`src/rtl/lif_neuron_if.sv`:
```
// Bus between the MAC stage / readout and one LIF output neuron.
// The neuron sits on the slave side and the MAC stage/readout on the master side.
interface lif_neuron_if #(
  parameter int unsigned VMEM_WIDTH = 24,
  parameter int unsigned CNT_WIDTH  = 8,
  parameter int unsigned SUM_WIDTH  = 21
);
  logic                  start;
  logic [SUM_WIDTH-1:0]  sum_in;
  logic                  sum_valid;
  logic                  spike;
  logic [CNT_WIDTH-1:0]  spike_count;
  logic [VMEM_WIDTH-1:0] v_mem;
  logic                  busy;
  logic                  done;

  modport master (
    output start, sum_in, sum_valid,
    input  spike, spike_count, v_mem, busy, done
  );

  modport slave (
    input  start, sum_in, sum_valid,
    output spike, spike_count, v_mem, busy, done
  );
endinterface

```
`src/rtl/lif_neuron.sv`:
```
// Leaky integrate-and-fire output neuron: saturating membrane with shift leak,
// refractory blanking and a per-window spike counter used as classification score.
module lif_neuron #(
  parameter int unsigned VMEM_WIDTH = 24,
  parameter int unsigned THRESHOLD  = 1000,
  parameter int unsigned LEAK_SHIFT = 4,
  parameter int unsigned REFRACT    = 2,
  parameter int unsigned NUM_STEPS  = 16,
  parameter int unsigned CNT_WIDTH  = 8
) (
  input logic        clk,
  input logic        rst_n,
  lif_neuron_if.slave nrn
);
  localparam int unsigned STEP_WIDTH = 8;
  localparam int unsigned REFR_WIDTH = 4;
  localparam int unsigned EXT_WIDTH  = VMEM_WIDTH + 1;

  localparam logic [VMEM_WIDTH-1:0] VMAX      = '1;
  localparam logic [VMEM_WIDTH-1:0] THR       = VMEM_WIDTH'(THRESHOLD);
  localparam logic [STEP_WIDTH-1:0] LAST_STEP = STEP_WIDTH'(NUM_STEPS - 1);
  localparam logic [REFR_WIDTH-1:0] REFR_INIT = REFR_WIDTH'(REFRACT);
  localparam logic [CNT_WIDTH-1:0]  CNT_MAX   = '1;

  typedef enum logic [1:0] {IDLE, RUN, DONE} state_e;

  state_e                  state_q;
  logic [VMEM_WIDTH-1:0]   v_mem_q;
  logic [CNT_WIDTH-1:0]    cnt_q;
  logic [STEP_WIDTH-1:0]   step_q;
  logic [REFR_WIDTH-1:0]   refr_q;
  logic                    spike_q;
  logic                    busy_q;
  logic                    done_q;

  logic                    accept_c;
  logic                    fire_c;
  logic [VMEM_WIDTH-1:0]   leaked_c;
  logic [EXT_WIDTH-1:0]    v_sum_c;
  logic [VMEM_WIDTH-1:0]   v_sat_c;

  // Next membrane value: leak, add (blanked) input at one extra bit, then clamp.
  always_comb begin
    accept_c = 1'b0;
    fire_c   = 1'b0;
    leaked_c = v_mem_q - (v_mem_q >> LEAK_SHIFT);
    v_sum_c  = EXT_WIDTH'(leaked_c);
    if (refr_q == '0) begin
      v_sum_c = EXT_WIDTH'(leaked_c) + EXT_WIDTH'(nrn.sum_in);
    end
    v_sat_c  = v_sum_c[VMEM_WIDTH] ? VMAX : v_sum_c[VMEM_WIDTH-1:0];
    accept_c = (state_q == RUN) && nrn.sum_valid && !nrn.start;
    fire_c   = (refr_q == '0) && (v_sat_c >= THR);
  end

  // State machine and registered outputs; start always wins over a sample.
  always_ff @(posedge clk) begin
    if (!rst_n) begin
      state_q <= IDLE;
      v_mem_q <= '0;
      cnt_q   <= '0;
      step_q  <= '0;
      refr_q  <= '0;
      spike_q <= 1'b0;
      busy_q  <= 1'b0;
      done_q  <= 1'b0;
    end else begin
      spike_q <= 1'b0;
      if (nrn.start) begin
        state_q <= RUN;
        v_mem_q <= '0;
        cnt_q   <= '0;
        step_q  <= '0;
        refr_q  <= '0;
        busy_q  <= 1'b1;
        done_q  <= 1'b0;
      end else if (accept_c) begin
        if (fire_c) begin
          spike_q <= 1'b1;
          v_mem_q <= '0;
          refr_q  <= REFR_INIT;
          if (cnt_q != CNT_MAX) begin
            cnt_q <= cnt_q + CNT_WIDTH'(1);
          end
        end else begin
          v_mem_q <= v_sat_c;
          if (refr_q != '0) begin
            refr_q <= refr_q - REFR_WIDTH'(1);
          end
        end
        step_q <= step_q + STEP_WIDTH'(1);
        if (step_q == LAST_STEP) begin
          state_q <= DONE;
          busy_q  <= 1'b0;
          done_q  <= 1'b1;
        end
      end
    end
  end

  assign nrn.spike       = spike_q;
  assign nrn.spike_count = cnt_q;
  assign nrn.v_mem       = v_mem_q;
  assign nrn.busy        = busy_q;
  assign nrn.done        = done_q;
endmodule

```
`src/flat_wrapper.sv`:
```
// flat-port wrapper written by rule: the top's interface ports become plain ports
module lif_neuron_flat 
#(
  parameter int unsigned VMEM_WIDTH = 24,
  parameter int unsigned THRESHOLD  = 1000,
  parameter int unsigned LEAK_SHIFT = 4,
  parameter int unsigned REFRACT    = 2,
  parameter int unsigned NUM_STEPS  = 16,
  parameter int unsigned CNT_WIDTH  = 8
)
  (clk, rst_n, nrn_start, nrn_sum_in, nrn_sum_valid, nrn_spike, nrn_spike_count, nrn_v_mem, nrn_busy, nrn_done);
  lif_neuron_if #(.VMEM_WIDTH(VMEM_WIDTH), .CNT_WIDTH(CNT_WIDTH)) nrn_i ();
  input logic clk;
  input logic rst_n;
  input wire logic [$bits(nrn_i.start)-1:0] nrn_start;
  input wire logic [$bits(nrn_i.sum_in)-1:0] nrn_sum_in;
  input wire logic [$bits(nrn_i.sum_valid)-1:0] nrn_sum_valid;
  output wire logic [$bits(nrn_i.spike)-1:0] nrn_spike;
  output wire logic [$bits(nrn_i.spike_count)-1:0] nrn_spike_count;
  output wire logic [$bits(nrn_i.v_mem)-1:0] nrn_v_mem;
  output wire logic [$bits(nrn_i.busy)-1:0] nrn_busy;
  output wire logic [$bits(nrn_i.done)-1:0] nrn_done;
  assign nrn_i.start = nrn_start;
  assign nrn_i.sum_in = nrn_sum_in;
  assign nrn_i.sum_valid = nrn_sum_valid;
  assign nrn_spike = nrn_i.spike;
  assign nrn_spike_count = nrn_i.spike_count;
  assign nrn_v_mem = nrn_i.v_mem;
  assign nrn_busy = nrn_i.busy;
  assign nrn_done = nrn_i.done;
  lif_neuron #(.VMEM_WIDTH(VMEM_WIDTH), .THRESHOLD(THRESHOLD), .LEAK_SHIFT(LEAK_SHIFT), .REFRACT(REFRACT), .NUM_STEPS(NUM_STEPS), .CNT_WIDTH(CNT_WIDTH)) u_core (.clk(clk), .rst_n(rst_n), .nrn(nrn_i));
endmodule
```
`config.mk`:
```
export PLATFORM = sky130hd
export DESIGN_NAME = lif_neuron_flat
export DESIGN_NICKNAME = d
export VERILOG_FILES = /design/src/rtl/lif_neuron_if.sv /design/src/rtl/lif_neuron.sv /design/src/flat_wrapper.sv
export SDC_FILE = /design/constraint.sdc
export NUM_CORES = 1
export LEC_CHECK = 0
export ABC_AREA = 1
export CAP_MARGIN = 20
export CORE_MARGIN = 3
export CORE_UTILIZATION = 58
export CTS_CLUSTER_SIZE = 8
export DETAILED_ROUTE_END_ITERATION = 10
export GPL_TIMING_DRIVEN = 0
export PLACE_DENSITY_LB_ADDON = 0.15
export SYNTH_ARGS = -nofsm -noshare
export SYNTH_HDL_FRONTEND = slang
export SYNTH_SLANG_ARGS = --single-unit
```
`constraint.sdc`:
```
create_clock -name clk -period 7 [get_ports clk]
set_input_delay 1.4 -clock clk [delete_from_list [all_inputs] [get_ports clk]]
set_output_delay 1.4 -clock clk [all_outputs]
set_load 0.02 [all_outputs]
```
# Word-level counts from Yosys, hierarchy flattened
# Cells that the tools add are included.
[word_totals] ff_bits=48 output_inout_bits=35
[classes] n_addsub=5 order_cmp=1 n_eq_ne=3 n_mux=12 bitwise=2 reduce_logical=15
[op_table] op="2-to-1 mux 24 bit" n=2
[op_table] op="adder 24 x 21 -> 25 bit" n=1
[op_table] op="2-to-1 mux 25 bit" n=1
[op_table] op="greater-or-equal comparator 24 x 10 -> 1 bit, second input constant" n=1
[op_table] op="subtractor 24 x 20 -> 24 bit" n=1
[op_table] op="adder 8 x 1 -> 8 bit, second input constant" n=2
[op_table] op="equality test 8 x 4 -> 1 bit, second input constant" n=1
[op_table] op="2-to-1 mux 4 bit" n=2
[op_table] op="!= test 8 bit, second input constant" n=1
[op_table] op="2-to-1 mux 1 bit" n=7
[op_table] op="AND reduction 2 bit" n=3
[op_table] op="nonzero test 2 bit" n=3
[op_table] op="logical NOT 4 bit" n=1
[op_table] op="nonzero test 4 bit" n=1
[op_table] op="subtractor 4 x 1 -> 4 bit, second input constant" n=1
[op_table] op="logical AND 1 bit" n=3
[op_table] op="AND reduction 3 bit" n=1
[op_table] op="OR reduction 3 bit" n=1
[op_table] op="equality test 2 x 1 -> 1 bit, second input constant" n=1
[op_table] op="inverter 1 bit" n=2
[op_table] op="OR reduction 2 bit" n=1
[op_table] op="logical NOT 1 bit" n=1

# Logic depth before layout (Yosys ltp)
# Gate-level depths: netlist of the first run.
[depth] ltp_word=8 depth_mapped=36

# Worst setup path before layout of the first run
# Ideal clock, no wire load.
[synth_path] path_type="register to register" start="register u_core.v_mem_q[4] (netlist: u_core.nrn.v_mem[4])" end="register u_core.refr_q[0]" setup_ns=0.109 arrival_time_ns=3.801 required_time_ns=6.891 setup_slack_ns=3.091 stages_incl_launch_ff=33 path_buffers=2 synth_period_minus_slack_ns=3.909 path_cell_list="dfxtp_1 ha_1 inv_1 fa_1 nand2_1 nand2_1 nand3b_1 nand2_1 nand2_1 nand2_1 nand2_1 nand2_1 xor2_1 ha_1 nand2_1 inv_1 nand3_1 nor3_1 o21ai_0 nand3_1 nand3_1 nand2_1 nand2_4 buf_6 nand3_1 nor2_1 nand2_1 buf_6 nand2_1 nand2_1 nand2_1 nand2_1 inv_1"
[synth_between] elab_chain_cells=8
[synth_rtl] item="from (decl)" line_no="lif_neuron.sv:28" rtl="logic [VMEM_WIDTH-1:0] v_mem_q;"
[synth_rtl] item="from (signal assigned)" line_no="lif_neuron.sv:86" rtl="v_mem_q <= v_sat_c;"
[synth_rtl] item="subtractor 24 x 20 -> 24 bit *" line_no="lif_neuron.sv:46" rtl="leaked_c = v_mem_q - (v_mem_q >> LEAK_SHIFT);"
[synth_rtl] item="adder 24 x 21 -> 25 bit" line_no="lif_neuron.sv:49" rtl="v_sum_c = EXT_WIDTH'(leaked_c) + EXT_WIDTH'(nrn.sum_in);"
[synth_rtl] item="2-to-1 mux 25 bit *" line_no="lif_neuron.sv:48" rtl="if (refr_q == '0) begin"
[synth_rtl] item="2-to-1 mux 24 bit *" line_no="lif_neuron.sv:51" rtl="v_sat_c = v_sum_c[VMEM_WIDTH] ? VMAX : v_sum_c[VMEM_WIDTH-1:0];"
[synth_rtl] item="greater-or-equal comparator 24 x 10 -> 1 bit *" line_no="lif_neuron.sv:53" rtl="fire_c = (refr_q == '0) && (v_sat_c >= THR);"
[synth_rtl] item="logical AND 1 bit *" line_no="lif_neuron.sv:53"
[synth_rtl] item="nonzero test 2 bit (no source line)"
[synth_rtl] item="AND reduction 2 bit (no source line)"
[synth_rtl] item="to (signal assigned)" line_no="lif_neuron.sv:88" rtl="refr_q <= refr_q - REFR_WIDTH'(1);"
[synth_rtl] item="to (decl)" line_no="lif_neuron.sv:31" rtl="logic [REFR_WIDTH-1:0] refr_q;"
# Every way passes the cells marked *; elsewhere a longest branch is shown, timed or not.
# A chain may end at the register's enable or synchronous reset.

# Worst setup path in the final report of the first run
[layout_path] start="register u_core.v_mem_q[8] (netlist: u_core.nrn.v_mem[8])" end="register u_core.v_mem_q[16] (netlist: u_core.nrn.v_mem[16])"
[layout_between] elab_chain_cells=7
[layout_rtl] item="subtractor 24 x 20 -> 24 bit *" line_no="lif_neuron.sv:46"
[layout_rtl] item="adder 24 x 21 -> 25 bit" line_no="lif_neuron.sv:49"
[layout_rtl] item="2-to-1 mux 25 bit *" line_no="lif_neuron.sv:48"
[layout_rtl] item="2-to-1 mux 24 bit *" line_no="lif_neuron.sv:51"
[layout_rtl] item="greater-or-equal comparator 24 x 10 -> 1 bit" line_no="lif_neuron.sv:53"
[layout_rtl] item="logical AND 1 bit" line_no="lif_neuron.sv:53"
[layout_rtl] item="2-to-1 mux 24 bit *" line_no="lif_neuron.sv:78" rtl="if (fire_c) begin"
# Marked as above.

==> metrics.yaml, run 1 <==
result_of_the_run: "complete, no violations"
skew_ps: 12.1
worst_r2r_endpoint: "u_core.nrn.v_mem[16]"
drc: 0
worst_hold_path.endpoint: "u_core.step_q[7]"
largest_net_degree_at_the_start_of_global_routing: 17
synthDominantCellAreaShare_pct: 19.9
floorplan.io_pins: 60
synth_area_leader_cell: "sky130_fd_sc_hd__nand2_1"
routed-via-count: 6217
postLayoutSetupSlackWorst_ps: 2110
path_buf_inv: 2
slew_violations: 0
hold-path-cell-count: 1
finish.net_count: 1037
setup_violations: 0
setup.reg_to_reg.worst_slack_ps: 2110
synthesis.nets: 971
numClockSinks: 47
synth_xor_area_share_pct: 3.69
setup.worst_path.end_class: "register"
place_ws_ps: 2240
drive_gt1_share_pct: 3.42
fin_tns_setup_ps: 0
cts.hold.buffers_added: 0
data_arrival_time_of_the_critical_path_ps: 5120
tightestPinTransition_ps: 698
cts_max_path_buffers: 2
worst_ir_drop_vdd_v: 0.000105
synthToLayoutAreaGrowth_pct: 16.1
min_period_ps: 4890
multi_input_area_um2: 3670
yosys-mux-area-fraction_pct: 0.384
die-width_um: 101
numCtsBuffers: 5
floorplan.die_area_um2: 10200
post_cts_resized: 0
drt-pass1-iter-count: 7
pwr_density_cell_nw_per_um2: 101
ys_top_cells_by_area: "sky130_fd_sc_hd__nand2_1, sky130_fd_sc_hd__dfxtp_1, sky130_fd_sc_hd__ha_1"
max_stage_delay_ps: 440
grt_util_all_layers_pct: 32.2
seq_area_um2: 941
ys_seq_elements: 47
average_wire_length_per_cell_after_detail_routing_um: 15.4
num_rows: 33
fillerInstances: 799
portBuffers: 59
initial_utilization_pct: 61.6
grt_overflow_total: 0
clock_tree.htree_level_count: 2
crit_path_max_fanout: 10
floorplan.core_area_um2: 8460
cpLargestDelayFamily: "simple AND/OR/NAND/NOR gates"
relSlewSlack_pct: 53.4
post_drt_via_cell_ratio: 5.80
postRouteWirelength_um: 16500
hpwl_after_detailed_placement_um: 13200
avgSynthCellArea_um2: 5.80
gp_congestion: 0.983
post_synthesis_cell_area_um2: 5220
critical-path-slowest-cell: "sky130_fd_sc_hd__dfxtp_1"
critical_path_class: "register to register"
hold_violations: 0
dominant_combinational_cell_family_by_area_after_synthesis: "simple AND/OR/NAND/NOR gates"
antenna_violations_before_repair: 0
post_route_antenna_net_violation_count: 0
cts_root_buffer: "sky130_fd_sc_hd__clkbuf_8"
timing.rr.start: "u_core.nrn.v_mem[8]"
synth-warning-count: 0
max_freq_mhz: 205
reg2regPathDepth: 27
fin_crit_sh_pct: 69.8
part_of_the_yosys_area_used_for_sequential_elements_pct: 18.0
vias_in_the_first_global_route: 5614
insertion_delay_ps: 310
crit_required_ps: 7230
rsz0062_at_grt: "no"
max_cap_violations: 0
diodes: 0
synthCells: 899
tritoncts: "built"
synth_simple_gate_area_share_pct: 39.9
netlist-cell-type-count: 41
cts.reportedPaths.clkPinSlew_ps: 100
floorplan.die.height_um: 101
post_synth_fa_ha_maj_area_fraction_pct: 11.6
placedInstanceArea_um2: 5940
wire_length_of_the_first_global_routing_pass_um: 26500
leakagePower_nw: 3.03
hold_class: "register to register"
min-delay-start: "u_core.step_q[7]"
finalPower_w: 0.000609
cp_common_cell: "sky130_fd_sc_hd__nand2_1"
initialDrtViolationCount: 537
cts_setup_buffers: 0
layout.cell_area.non_filler_um2: 6050
worst_hold_slack_ps: 465
compound_gate_portion_of_the_synthesized_area_pct: 14.9
crit_path_start_kind: "register"
## cells by family (layout without fill, tap and decap cells)
| kind of cell | count (synthesis) | in the layout |
|---|---|---|
| AOI/OAI and AO/OA | 142 | 142 |
| adders and majority gates | 47 | 47 |
| DFF | 47 | 47 |
| xor gates and xnor gates | 22 | 22 |
| buffers and inverters | 153 | 220 |
| muxes | 2 | 2 |
| and+or+nand+nor | 486 | 486 |
## where the power goes
group,internal [W],leakage [nW],switching [W],total [W]
clock network,0.000108,0.0548,0.000104,0.000212
registers,0.000268,0.379,0.000000956,0.000269
logic,0.0000468,2.59,0.0000812,0.000128
total,0.000423,3.03,0.000186,0.000609
## layer usage
| metal | wire, um | GRT usage [%] |
|---|---|---|
| met4 | 560 | 11.7 |
| met2 | 7450 | 52.1 |
| met5 | 0 | 0 |
| met1 | 7190 | 44.2 |
| met3 | 1320 | 3.46 |
## layout make-up
class / count / share of cell area (%)
flip-flops and latches: 47 / 15.5
plain buffers: 20 / 1.70
inverters: 133 / 8.25
clock buffers: 5 / 1.14
well taps: 105 / 2.17
clock inverters: 3 / 0.765
multi-input cells: 699 / 60.7
repair buffers: 59 / 9.76
## worst max path at each step
stage                                    from                    to  slack [ps]  cells past startpoint
after floorplan           u_core.nrn.v_mem[4]      u_core.refr_q[0]        3090                     32
after global placement          nrn_sum_in[0]  u_core.nrn.v_mem[20]        2300                     22
after detailed placement        nrn_sum_in[0]  u_core.nrn.v_mem[20]        2240                     24
after CTS                 u_core.nrn.v_mem[4]  u_core.nrn.v_mem[20]        2350                     31
after global routing      u_core.nrn.v_mem[4]  u_core.nrn.v_mem[20]        1750                     31
final                     u_core.nrn.v_mem[8]  u_core.nrn.v_mem[16]        2110                     27
## sequential cells by signal (all words and copies together), names as in the netlist
name,cells
u_core.nrn.v_mem,24
u_core.nrn.spike,1
u_core.step_q,8
u_core.nrn.busy,1
u_core.nrn.done,1
u_core.refr_q,4
u_core.nrn.spike_count,8
## layout by cell type, fill, tap and decap left out, types with 16 or more instances in the layout
| master | instances |
|---|---|
| sky130_fd_sc_hd__a21oi_1 | 90 |
| sky130_fd_sc_hd__nand4_1 | 19 |
| sky130_fd_sc_hd__dfxtp_1 | 47 |
| sky130_fd_sc_hd__nand3_1 | 90 |
| sky130_fd_sc_hd__nor2_1 | 68 |
| sky130_fd_sc_hd__o21ai_0 | 25 |
| sky130_fd_sc_hd__ha_1 | 45 |
| sky130_fd_sc_hd__clkdlybuf4s50_1 | 59 |
| sky130_fd_sc_hd__xor2_1 | 16 |
| sky130_fd_sc_hd__inv_1 | 130 |
| sky130_fd_sc_hd__nand2_1 | 276 |
## through the flow
step / util (%) / std cells
final: 71.5 / 1071
after global routing: 71.5 / 1071
after CTS: 71.5 / 1071
after detailed placement: 70.1 / 1063
after global placement: 70.1 / 1063
after floorplan: - / 899
## cell usage after synthesis, drive strengths merged
master and number:
or2 2, fa 2, and2 2, nand4 19, nand2 281, a21o 3, nor3b 1, inv 131
mux2i 2, nor2 73, o21bai 7, a31oi 1, a211o 1, nand3b 3, dfxtp 47, o211a 1
o21ai 28, a211oi 1, xor2 16, nor4 3, a21oi 93, clkbuf 10, buf 10, nor3 10
ha 45, o211ai 3, nand3 92, clkinv 2, xnor2 6, a21boi 2, o31ai 2
Power figures use the tool's default switching activity.
==> run 2, diff against run 1 <==
- clock period: 7 -> 4.9 ns (I/O delays scaled with it)
==> run 2 against run 1 <==
  * Clock-buffer cell count unchanged
  * Utilization up 1.1 points
  * Sequential power up 43%
  * Sequential cell count unchanged
  * Power up 43%
  * Die area unchanged
  * Critical endpoint unchanged
  * Hold slack about the same
  * Worst setup slack worse by 1800 ps
  * Critical path depth unchanged
  * Clock power up 42%
  * Cell area up 1.6%
  * Global-route usage unchanged
==> metrics.yaml, run 2 (same netlist as run 1, synthesis figures left out) <==
max_cap_violations: 0
antenna_violations_before_repair: 0
grt_util_all_layers_pct: 32.2
crit_required_ps: 5130
mostFrequentLayoutCell: "sky130_fd_sc_hd__nand2_1"
top_library_cells_by_usage_in_the_layout_fill_and_taps_aside: "sky130_fd_sc_hd__nand2_1, sky130_fd_sc_hd__inv_1, sky130_fd_sc_hd__nand3_1, sky130_fd_sc_hd__a21oi_1, sky130_fd_sc_hd__nor2_1"
slew_violations: 0
skew_ps: 11.0
post_route_antenna_net_violation_count: 0
initial_utilization_pct: 61.6
critical_path_class: "register to register"
seq_area_um2: 948
hold_violations: 0
grt_overflow_total: 0
utilization_of_the_core_after_routing_pct: 72.6
largest_net_degree_at_the_start_of_global_routing: 17
floorplan.die.height_um: 101
leakagePower_nw: 3.06
average_wire_length_per_cell_after_detail_routing_um: 15.5
postRouteWirelength_um: 16700
layout.cell_area.non_filler_um2: 6150
largest_reg_flops: 24
multi_input_area_um2: 3740
tritoncts: "built"
floorplan.die_area_um2: 10200
crit_path_start_kind: "register"
data_arrival_time_of_the_critical_path_ps: 4830
drt-pass1-iter-count: 8
post_drt_via_cell_ratio: 5.78
floorplan.core_area_um2: 8460
worst_ir_drop_vdd_v: 0.000147
cts.hold.buffers_added: 0
result_of_the_run: "complete, no violations"
num_rows: 33
wire_length_of_the_first_global_routing_pass_um: 26500
cts.reportedPaths.clkPinSlew_ps: 100
synthToLayoutAreaGrowth_pct: 17.9
critical-path-slowest-cell: "sky130_fd_sc_hd__dfxtp_1"
cts_root_buffer: "sky130_fd_sc_hd__clkbuf_8"
gp_congestion: 0.983
placedInstanceArea_um2: 5940
fin_crit_sh_pct: 93.8
hpwl_after_detailed_placement_um: 13200
fin_tns_setup_ps: 0
floorplan.io_pins: 60
diodes: 0
max_freq_mhz: 218
crit_path_max_fanout: 10
clock_tree.htree_level_count: 2
max_stage_delay_ps: 420
portBuffers: 59
routed-via-count: 6206
min_period_ps: 4600
cp_common_cell: "sky130_fd_sc_hd__nand2_1"
insertion_delay_ps: 310
tightestPinTransition_ps: 706
drc: 0
pwr-share-seq_pct: 44.1
vias_in_the_first_global_route: 5614
finish.net_count: 1040
cts_max_path_buffers: 2
p_int_w: 0.000606
numClockSinks: 47
switching_power_w: 0.000267
pwr_density_cell_nw_per_um2: 142
rsz0062_at_grt: "yes"
die-width_um: 101
comb_power_share_pct: 21.4
drive_gt1_share_pct: 5.47
fillerInstances: 785
setup_violations: 0
hold_class: "register to register"
setup.worst_path.end_class: "register"
numCtsBuffers: 5
relSlewSlack_pct: 53.0
initialDrtViolationCount: 599
clock_power_share_pct: 34.6
switching_share_of_total_power_pct: 30.6
## run 2: cell type report
type                            count  share of cell area, %
Clock buffer                        5                   1.12
Clock inverter                      3                  0.753
Sequential cell                    47                   15.4
Tap cell                          105                   2.14
Inverter                          133                   8.12
Multi-Input combinational cell    700                   60.9
Timing Repair Buffer               61                   9.85
Buffer                             20                   1.67
## run 2: what timing repair did
action | in CTS | in global routing
endpoints found under the setup margin | 0 | 26
resized for setup | 0 | 20
endpoints found under the hold margin | 0 | 0
setup buffers | 0 | 2
## run 2: path summary, 6_finish.rpt
| path | start | end | slack (ps) | cells past startpoint |
|---|---|---|---|---|
| hold reg to reg | u_core.step_q[7] | u_core.step_q[7] | 460 | 1 |
| hold / removal | u_core.step_q[7] | u_core.step_q[7] | 460 | 1 |
| setup reg to reg | u_core.nrn.v_mem[7] | u_core.nrn.v_mem[16] | 300 | 27 |
| setup / recovery | u_core.nrn.v_mem[7] | u_core.nrn.v_mem[16] | 300 | 27 |
## run 2: worst max-delay path: cells and delay by family (launching register included)
kind	cells	cell delay (ps)
AND/OR/NAND/NOR	17	2170
AO/OA/AOI/OAI	6	950
adder cells (fa/ha/maj)	2	710
flip-flops	1	420
buffers and inverters	2	240
## run 2: power groups by stage
stage | Sequential, W | Clock (W) | Combinational (W)
global route | 0.000385 | 0.000314 | 0.000205
floorplan | 0.000395 | 0 | 0.000116
global placement | 0.000394 | 0 | 0.000172
detailed placement | 0.000394 | 0 | 0.000177
CTS | 0.000385 | 0.000299 | 0.000178
finish | 0.000385 | 0.000302 | 0.000187
## run 2: through the flow
step | hold slack [ps] | power, W | instances | setup WS, ps
floorplan | 423 | 0.000511 | 899 | 991
global placement | 443 | 0.000566 | 1063 | 349
detailed placement | 453 | 0.000571 | 1063 | 283
CTS | 469 | 0.000862 | 1071 | 246
global route | 504 | 0.000905 | 1074 | -32.7
finish | 465 | 0.000873 | 1074 | 303
## run 2: layer usage
layer	share of wire, %	GRT usage, %
met1	43	44.2
met2	46	52.1
met3	8.5	3.46
met4	3.0	11.7
met5	0	0
==> run 3, diff against run 2 <==
- SETUP_SLACK_MARGIN: default -> 0.02
- SKIP_CTS_REPAIR_TIMING: default -> 1
==> run 3 against run 2 <==
  * Non-clock buffer count stayed put
  * Clock skew decreased by 0.65 ps
  * Routed wire length shrank 0.13%
  * Clock-buffer cell count unchanged
  * Sequential cell count did not move
  * Cell count stayed put
  * Combinational power hardly changed
  * Clock power barely moved
  * Sequential share of layout area is essentially flat
  * Die area unchanged
  * Critical endpoint is now u_core.nrn.v_mem[20]
==> metrics.yaml, run 3 (same netlist as run 1, synthesis figures left out) <==
result_of_the_run: "complete, no violations"
floorplan.core_area_um2: 8460
slew_violations: 0
post_route_antenna_net_violation_count: 0
worst_ir_drop_vdd_v: 0.000146
max_cap_violations: 0
diodes: 0
crit_path_start_kind: "register"
layoutNonFillerInstCount: 1074
data_arrival_time_of_the_critical_path_ps: 4830
crit_start: "u_core.nrn.v_mem[7]"
worst_r2r_endpoint: "u_core.nrn.v_mem[20]"
largest_reg_flops: 24
insertion_delay_ps: 310
initial_utilization_pct: 61.6
average_wire_length_per_cell_after_detail_routing_um: 15.5
top_library_cells_by_usage_in_the_layout_fill_and_taps_aside: "sky130_fd_sc_hd__nand2_1, sky130_fd_sc_hd__inv_1, sky130_fd_sc_hd__a21oi_1, sky130_fd_sc_hd__nand3_1, sky130_fd_sc_hd__nor2_1"
min-delay-start: "u_core.step_q[7]"
finalPower_w: 0.000874
finish.net_count: 1040
hpwl_after_detailed_placement_um: 13200
cts.reportedPaths.clkPinSlew_ps: 100
floorplan.io_pins: 60
clock_tree.htree_level_count: 2
leakagePower_nw: 3.06
routed-via-count: 6199
wire_length_of_the_first_global_routing_pass_um: 26500
hold-path-cell-count: 1
floorplan.die.height_um: 101
num_rows: 33
relSlewSlack_pct: 53.2
numCtsBuffers: 5
postRouteWirelength_um: 16700
post-place-cells: 1063
drive_gt1_share_pct: 5.78
cts_root_buffer: "sky130_fd_sc_hd__clkbuf_8"
reg2regPathDepth: 27
timing.rr.start: "u_core.nrn.v_mem[7]"
setup.reg_to_reg.worst_slack_ps: 310
setup.worst_path.end_class: "register"
drc: 0
pwr_density_cell_nw_per_um2: 142
synthToLayoutAreaGrowth_pct: 18.0
numClockSinks: 47
worst_hold_slack_ps: 466
vias_in_the_first_global_route: 5614
min_period_ps: 4590
largest_net_degree_at_the_start_of_global_routing: 17
initialDrtViolationCount: 584
die-width_um: 101
grt_overflow_total: 0
setup_violations: 0
drt-pass1-iter-count: 6
tightestPinTransition_ps: 703
crit_path_max_fanout: 10
critical_path_class: "register to register"
mostFrequentLayoutCell: "sky130_fd_sc_hd__nand2_1"
cts_max_path_buffers: 2
tritoncts: "built"
floorplan.die_area_um2: 10200
crit_required_ps: 5140
antenna_violations_before_repair: 0
hold_class: "register to register"
gp_congestion: 0.983
endpoint: "u_core.nrn.v_mem[20]"
skew_ps: 10.4
grt_util_all_layers_pct: 32.2
portBuffers: 59
fin_tns_setup_ps: 0
fin_crit_sh_pct: 93.7
hold_violations: 0
post_drt_via_cell_ratio: 5.77
max_freq_mhz: 218
run 3: area by class of cell:
cell class | count | area [um2]
plain buffers | 20 | 103
clock buffers | 5 | 68.8
clock inverters | 3 | 46.3
fillers | 782 | 2310
inverters | 133 | 499
multi-input cells | 700 | 3750
flip-flops and latches | 47 | 948
well taps | 105 | 131
repair buffers | 61 | 606
run 3: power by group:
group | internal [W] | total [W] | leakage (nW) | switching [W]
sequential | 0.000383 | 0.000385 | 0.382 | 0.00000136
combinational | 0.0000689 | 0.000187 | 2.62 | 0.000118
clock | 0.000154 | 0.000303 | 0.0548 | 0.000149
total | 0.000606 | 0.000874 | 3.06 | 0.000268
run 3: metrics by stage:
step | util [%] | instance area, um2 | setup WS (ps)
after CTS | 71.5 | 6050 | 246
after global placement | 70.1 | 5940 | 349
after floorplan | - | 5220 | 991
final | 72.7 | 6160 | 309
after detailed placement | 70.1 | 5940 | 283
after global routing | 72.7 | 6160 | -7.14
run 3: worst min path at each step:
stage               slack (ps)               end
CTS                        470  u_core.step_q[7]
global placement           440  u_core.step_q[7]
floorplan                  420  u_core.step_q[7]
global route               500   u_core.nrn.done
finish                     470  u_core.step_q[7]
detailed placement         450  u_core.step_q[7]
run 3: worst max-delay path, cell delays in order, from the launching register on:
cell	delay (ps)
sky130_fd_sc_hd__dfxtp_1	420
sky130_fd_sc_hd__inv_1	70
sky130_fd_sc_hd__ha_1	340
sky130_fd_sc_hd__nand2_1	130
sky130_fd_sc_hd__nor2_2	190
sky130_fd_sc_hd__nand2_1	80
sky130_fd_sc_hd__nand2_1	160
sky130_fd_sc_hd__nand2_1	140
sky130_fd_sc_hd__o21bai_1	250
sky130_fd_sc_hd__or2_2	160
sky130_fd_sc_hd__nand2_1	100
sky130_fd_sc_hd__ha_1	370
sky130_fd_sc_hd__a21oi_2	200
sky130_fd_sc_hd__o21ai_1	110
sky130_fd_sc_hd__a21oi_1	170
sky130_fd_sc_hd__nand3_2	140
sky130_fd_sc_hd__nand3_1	110
sky130_fd_sc_hd__nand2_1	110
sky130_fd_sc_hd__nand2_4	140
sky130_fd_sc_hd__o31ai_1	90
sky130_fd_sc_hd__nand3_1	150
sky130_fd_sc_hd__nand2_1	100
sky130_fd_sc_hd__nor2_1	120
sky130_fd_sc_hd__nand2_2	130
sky130_fd_sc_hd__nand2_4	120
sky130_fd_sc_hd__buf_6	170
sky130_fd_sc_hd__nand2_1	110
sky130_fd_sc_hd__a21oi_2	120
run 3: routing by layer:
layer	track usage [%]	up-vias	share of wire (%)
li1	-	3065	-
met3	3.46	48	9.5
met1	44.2	2769	42
met5	0	-	0
met2	52.1	317	45
met4	11.7	0	3.0
